<file path="config.mk">
export PLATFORM = sky130hd
export DESIGN_NAME = mult_operand_debounce
export DESIGN_NICKNAME = d
export VERILOG_FILES = /design/src/rtl/mult_operand_debounce.sv
export SDC_FILE = /design/constraint.sdc
export NUM_CORES = 1
export LEC_CHECK = 0
export BUFFER_PORTS_ARGS = -buffer_cell sky130_fd_sc_hd__buf_2
export CORE_MARGIN = 2
export CORE_UTILIZATION = 42
export DETAILED_ROUTE_END_ITERATION = 12
export GPL_ROUTABILITY_DRIVEN = 0
export PLACE_DENSITY = 0.69
export SLEW_MARGIN = 20
export SYNTH_ARGS = -nofsm -noshare
export SYNTH_HDL_FRONTEND = slang
export SYNTH_SLANG_ARGS = --single-unit
</file>
<file path="constraint.sdc">
create_clock -name clk_i -period 2.5 [get_ports clk_i]
set_input_delay 0.125 -clock clk_i [delete_from_list [all_inputs] [get_ports clk_i]]
set_output_delay 0.125 -clock clk_i [all_outputs]
set_load 0.005 [all_outputs]
</file>
<file path="src/rtl/mult_operand_debounce.sv">
// ---------------------------------------------------------------------------
// mult_operand_debounce
//
// Input front-end for the combinational multiplier on the iCESugar board.
// The raw active-low switch and button buses are inverted and synchronized
// into the clk_i domain. Each bus is then debounced as a whole, so the
// multiplier only ever sees complete, stable operands.
//
// Ports:
//   clk_i    in   1        system clock
//   reset_i  in   1        synchronous, active-high reset
//   sw_ni    in   p_width  raw switch bus, active-low, asynchronous
//   btn_ni   in   p_width  raw button bus, active-low, asynchronous
//   a_o      out  p_width  debounced active-high operand A (multiplier a_i)
//   b_o      out  p_width  debounced active-high operand B (multiplier b_i)
//   valid_o  out  1        one-cycle pulse: a_o and/or b_o changed this cycle
//
// Parameters:
//   p_width            operand width, matches the multiplier width
//   p_sync_stages      synchronizer depth per bit, 2 or more
//   p_debounce_cycles  stable cycles needed before a new value commits, 1 or more
// ---------------------------------------------------------------------------

// ---------------------------------------------------------------------------
// mult_operand_debounce_sync
//
// Inverts a raw active-low bus and passes it through a flop chain.
//
// Ports:
//   clk_i     in   1        system clock
//   reset_i   in   1        synchronous, active-high reset
//   raw_ni    in   p_width  raw active-low bus
//   synced_o  out  p_width  active-high bus from the last flop stage
// ---------------------------------------------------------------------------
module mult_operand_debounce_sync #(
  parameter int unsigned p_width       = 4,
  parameter int unsigned p_sync_stages = 2
) (
  input  logic               clk_i,
  input  logic               reset_i,
  input  logic [p_width-1:0] raw_ni,
  output logic [p_width-1:0] synced_o
);

  // Stage 0 is the first flop after the pad. Reset loads 0, which is the
  // inverted idle level of an unpressed switch or button.
  logic [p_sync_stages-1:0][p_width-1:0] stage_q;

  always_ff @(posedge clk_i) begin
    if (reset_i) begin
      stage_q <= '0;
    end else begin
      stage_q <= {stage_q[p_sync_stages-2:0], ~raw_ni};
    end
  end

  assign synced_o = stage_q[p_sync_stages-1];

endmodule

// ---------------------------------------------------------------------------
// mult_operand_debounce_fsm
//
// Debounces one synchronized bus. A change on any bit opens a settling
// window. Any further change restarts that window. The whole bus commits
// only after it has held one value for p_debounce_cycles cycles.
//
// Ports:
//   clk_i     in   1        system clock
//   reset_i   in   1        synchronous, active-high reset
//   synced_i  in   p_width  synchronized active-high bus
//   out_o     out  p_width  committed operand value
//   commit_o  out  1        high in the cycle whose rising edge loads out_o
// ---------------------------------------------------------------------------
module mult_operand_debounce_fsm #(
  parameter int unsigned p_width           = 4,
  parameter int unsigned p_debounce_cycles = 120000
) (
  input  logic               clk_i,
  input  logic               reset_i,
  input  logic [p_width-1:0] synced_i,
  output logic [p_width-1:0] out_o,
  output logic               commit_o
);

  localparam int unsigned lp_cnt_width = $clog2(p_debounce_cycles + 1);
  localparam logic [lp_cnt_width-1:0] lp_cnt_last = lp_cnt_width'(p_debounce_cycles - 1);

  typedef enum logic {
    ST_STABLE,
    ST_SETTLING
  } state_e;

  state_e                  state_q;
  logic [p_width-1:0]      out_q;
  logic [p_width-1:0]      cand_q;
  logic [lp_cnt_width-1:0] cnt_q;
  logic                    commit_d;

  // The window ends on this edge. The value loads only if it differs from
  // the current output, so a bounce back to the old value ends silently.
  assign commit_d = (state_q == ST_SETTLING) && (synced_i == cand_q) &&
                    (cnt_q == lp_cnt_last) && (cand_q != out_q);

  always_ff @(posedge clk_i) begin
    if (reset_i) begin
      state_q <= ST_STABLE;
      out_q   <= '0;
      cand_q  <= '0;
      cnt_q   <= '0;
    end else begin
      case (state_q)
        ST_STABLE: begin
          if (synced_i != out_q) begin
            cand_q  <= synced_i;
            cnt_q   <= '0;
            state_q <= ST_SETTLING;
          end
        end
        ST_SETTLING: begin
          if (synced_i != cand_q) begin
            // The bus is still moving, so restart the window on the new value.
            cand_q <= synced_i;
            cnt_q  <= '0;
          end else if (cnt_q == lp_cnt_last) begin
            state_q <= ST_STABLE;
            if (commit_d) begin
              out_q <= cand_q;
            end
          end else begin
            cnt_q <= cnt_q + 1'b1;
          end
        end
        default: begin
          state_q <= ST_STABLE;
        end
      endcase
    end
  end

  assign out_o    = out_q;
  assign commit_o = commit_d;

endmodule

// ---------------------------------------------------------------------------
// Top level: two independent synchronizer + debouncer lanes. The valid pulse
// is registered, so it appears together with the committed value.
// ---------------------------------------------------------------------------
module mult_operand_debounce #(
  parameter int unsigned p_width           = 4,
  parameter int unsigned p_sync_stages     = 2,
  parameter int unsigned p_debounce_cycles = 120000
) (
  input  logic               clk_i,
  input  logic               reset_i,
  input  logic [p_width-1:0] sw_ni,
  input  logic [p_width-1:0] btn_ni,
  output logic [p_width-1:0] a_o,
  output logic [p_width-1:0] b_o,
  output logic               valid_o
);

  logic [p_width-1:0] sw_synced;
  logic [p_width-1:0] btn_synced;
  logic               commit_a;
  logic               commit_b;
  logic               valid_q;

  mult_operand_debounce_sync #(
    .p_width       (p_width),
    .p_sync_stages (p_sync_stages)
  ) u_sync_a (
    .clk_i    (clk_i),
    .reset_i  (reset_i),
    .raw_ni   (sw_ni),
    .synced_o (sw_synced)
  );

  mult_operand_debounce_sync #(
    .p_width       (p_width),
    .p_sync_stages (p_sync_stages)
  ) u_sync_b (
    .clk_i    (clk_i),
    .reset_i  (reset_i),
    .raw_ni   (btn_ni),
    .synced_o (btn_synced)
  );

  mult_operand_debounce_fsm #(
    .p_width           (p_width),
    .p_debounce_cycles (p_debounce_cycles)
  ) u_fsm_a (
    .clk_i    (clk_i),
    .reset_i  (reset_i),
    .synced_i (sw_synced),
    .out_o    (a_o),
    .commit_o (commit_a)
  );

  mult_operand_debounce_fsm #(
    .p_width           (p_width),
    .p_debounce_cycles (p_debounce_cycles)
  ) u_fsm_b (
    .clk_i    (clk_i),
    .reset_i  (reset_i),
    .synced_i (btn_synced),
    .out_o    (b_o),
    .commit_o (commit_b)
  );

  // Commits on A and B in the same cycle merge into a single pulse.
  always_ff @(posedge clk_i) begin
    if (reset_i) begin
      valid_q <= 1'b0;
    end else begin
      valid_q <= commit_a | commit_b;
    end
  end

  assign valid_o = valid_q;

endmodule

</file>
==> impl_results.md <==
* CP required at 2.81 ns
* Largest family of logic cells by synthesized area: simple AND/OR/NAND/NOR gates
* Mapped cell area at 3263 sq um
* Chip Width at 92.15 um
* Cells after Synth at 365
* Power Dens Cells at 635.5 nW/um^2
* Pwr Total at 2.371 mW
* Adder-cell area share of the yosys netlist at 0.7669%
* Slew Viols, Final at 0
* Gr usage total at 17.27%
* Worst path cell trace: xnor2_1, nand3_1, o22ai_1, nand2b_1, o21ba_2
* Fill count at 723
* Hold WC Path Type: primary input to register
* Max-slew headroom at 58.68%
* CP max stage cell: o22ai_1
* Crit path arrival time at 2.38 ns
* Synth area leader: dfxtp_1
* Post-synth cell types at 54
* Pin count of the biggest net entering global routing at 35
* Worst vdd ir at 0.4948 mV
* DRT antenna net count at 0
* Antenna cells at 0
* DR iter-0 viols at 203
* Worst hold path depth at 2
* Grt ovf at 0
* DR pass1 iterations at 4
* Ys flop type: dfxtp_1
* IO Count at 19
* WS Path Type: register to register
* CTS tree: built
* Yosys reg bits at 69
* Routed wire length on met2 at 3.266 mm
* Die area at 8491 sq um
* Fin cells at 494
* Period minus WS final at 2.070 ns
* Worst-path fanout max at 14
* R2R depth at 5
* Vias per inst at 5.605
* Status: finished clean
* Syn Nets at 377
* Area of the multi-input gates at 1775 sq um
* Synth Area in Simple Gates at 26.46%
* Synth area leaders: dfxtp_1, xnor2_1, nor2_1, a21oi_1, xor2_1
* Post-Synth XOR/XNOR Area at 8.857%
* EDFF count, synth at 0
* WHS at 0.2669 ns
* # port buffers at 18
* Max-cap viol count at 0
* Initial Util at 42.89%
* CTS root buf: clkbuf_8
* FF/Latch Area at 1381 sq um
* RSZ-0062 raised after global routing: no
* Number of post-CTS setup repair buffers at 0
* Via count at 2769
* First-pass GRT wire length at 11.87 mm
* Final number of hold-violating endpoints at 0
* Drt drc at 0
* Worst slew pin tran at 0.6198 ns
* Crit. End Element: register
* Synth async-reset ratio at 0%
* Post-synth top area share at 42.33%
* Startpoint types: register
* Number of placed cells counting well taps at 470
* Post-synthesis mux area share at 3.067%
* FMAX at 0.4830 GHz
* Routed Wire Length at 6.953 mm
* Worst Clk Skew at 0.01295 ns
* Final worst-path cycle share at 82.81%
* Post-synthesis sequential area ratio at 42.33%
* Post-Route Utilization at 49.05%
* Core area at 7607 sq um
* Compound-Gate Fraction of Synth Area at 15.26%
* M1 WL at 3.276 mm
* Core Rows at 32
* Routed wl met3 at 304 um
* Setup_tns at 0 ns
* Vert. Die Dim at 92.15 um
* P_leak at 1.277 nW
* Layout cells sized above 1 at 12.50%
* Clock Pin Slew Worst Setup and Hold Paths at 0.09 ns
* Fin nets at 399
* Worst-skew pair later-pin latency at 0.35 ns
* Clock sinks at 69
* Final WS setup at 0.4297 ns
* Layout area overhead at 14.34%
* Final setup violation count at 0
* Clk buf depth at 2
* Top Layer Used: met4
* DP HPWL at 4.634 mm
* H-tree Lvls at 3
* Synth warn at 0
* Largest stage delay on the critical path at 0.42 ns
* Post-route cell area at 3731 sq um
* Vias in the first global route at 2643
* Num CTS Buffers at 9
* Number of antenna violations at the first check in global routing at 0
* DP Area at 3420 sq um
* Syn_area_per_cell at 8.940 sq um
* Dpl ws at 0.4375 ns
* Wire per inst at 14.07 um
## cell type report
cell class | instances | share of cell area [%]
multi-input cells | 274 | 47.59
flip-flops and latches | 69 | 37.02
repair buffers | 31 | 5.567
clock buffers | 10 | 3.689
well taps | 102 | 3.421
clock inverters | 6 | 2.515
inverters | 2 | 0.2012
## state kept, by name (all words and copies together), names as in the netlist
register           cells
u_fsm_b.cnt_q         17
u_fsm_a.state_q        1
u_fsm_b.out_o          4
u_fsm_a.cand_q         4
u_sync_a.synced_o      4
u_fsm_b.state_q        1
valid_o                1
u_fsm_a.cnt_q         17
u_fsm_a.out_o          4
u_sync_b.synced_o      4
u_sync_b.stage_q       4
u_sync_a.stage_q       4
u_fsm_b.cand_q         4
## synth_stat cells, drive strengths merged, types with 3 or more instances
cell	n
dfxtp	69
nor2	39
a21oi	25
buf	9
o21ai	15
nor4	3
a311oi	3
or3	6
mux2i	10
a211oi	4
xnor2	20
nand3	21
nand2	24
or2	5
clkbuf	11
nand4	8
and3	4
nand2b	4
and4	3
xor2	13
or4	7
nor3	5
nor2b	8
o31ai	6
a31oi	6
o2111ai	7
a21o	3
## power by group
group	internal [mW]	switching, mW
registers	1.12	0.0194
clock network	0.595	0.449
logic	0.0662	0.120
total	1.78	0.588
## critical path: cells and delay by family (launching register included)
kind             cells  cell delay [ns]
AO/OA/AOI/OAI        2             0.77
XOR/XNOR             1             0.16
AND/OR/NAND/NOR      2             0.70
flip-flops           1             0.41
## final timing paths
path                       start              endpoint  slack, ns
max             u_fsm_a.out_o[3]      u_fsm_a.cnt_q[5]       0.43
min                      reset_i   u_sync_b.stage_q[2]       0.27
max reg2reg     u_fsm_a.out_o[3]      u_fsm_a.cnt_q[5]       0.43
min reg2reg  u_sync_b.stage_q[2]  u_sync_b.synced_o[2]       0.44
## cell families after synthesis
family / Yosys count
and+or+nand+nor: 151
AOI/OAI and AO/OA: 78
DFF: 69
xor gates and xnor gates: 33
buffers and inverters: 22
muxes: 10
adders and majority gates: 2
## layout by cell type, fill, tap and decap left out, drive strengths merged, types with 10 or more instances in the layout
| cell | instances |
|---|---|
| dfxtp | 69 |
| nor2 | 39 |
| a21oi | 25 |
| nand2 | 24 |
| buf | 23 |
| nand3 | 21 |
| xnor2 | 20 |
| o21ai | 15 |
| xor2 | 13 |
| mux2i | 10 |
| clkbuf | 10 |
## layer usage
metal,up-vias,global-route usage [%]
met4,0,9.577
met2,74,27.45
met3,10,3.862
met5,-,0
met1,1309,21.66
li1,1376,-
## timing repair
item	in CTS	in global routing
hold buffers	8	0
resized for setup	0	0
hold endpoints to repair	8	0
Note: power is estimated with default switching activity, not from simulation.
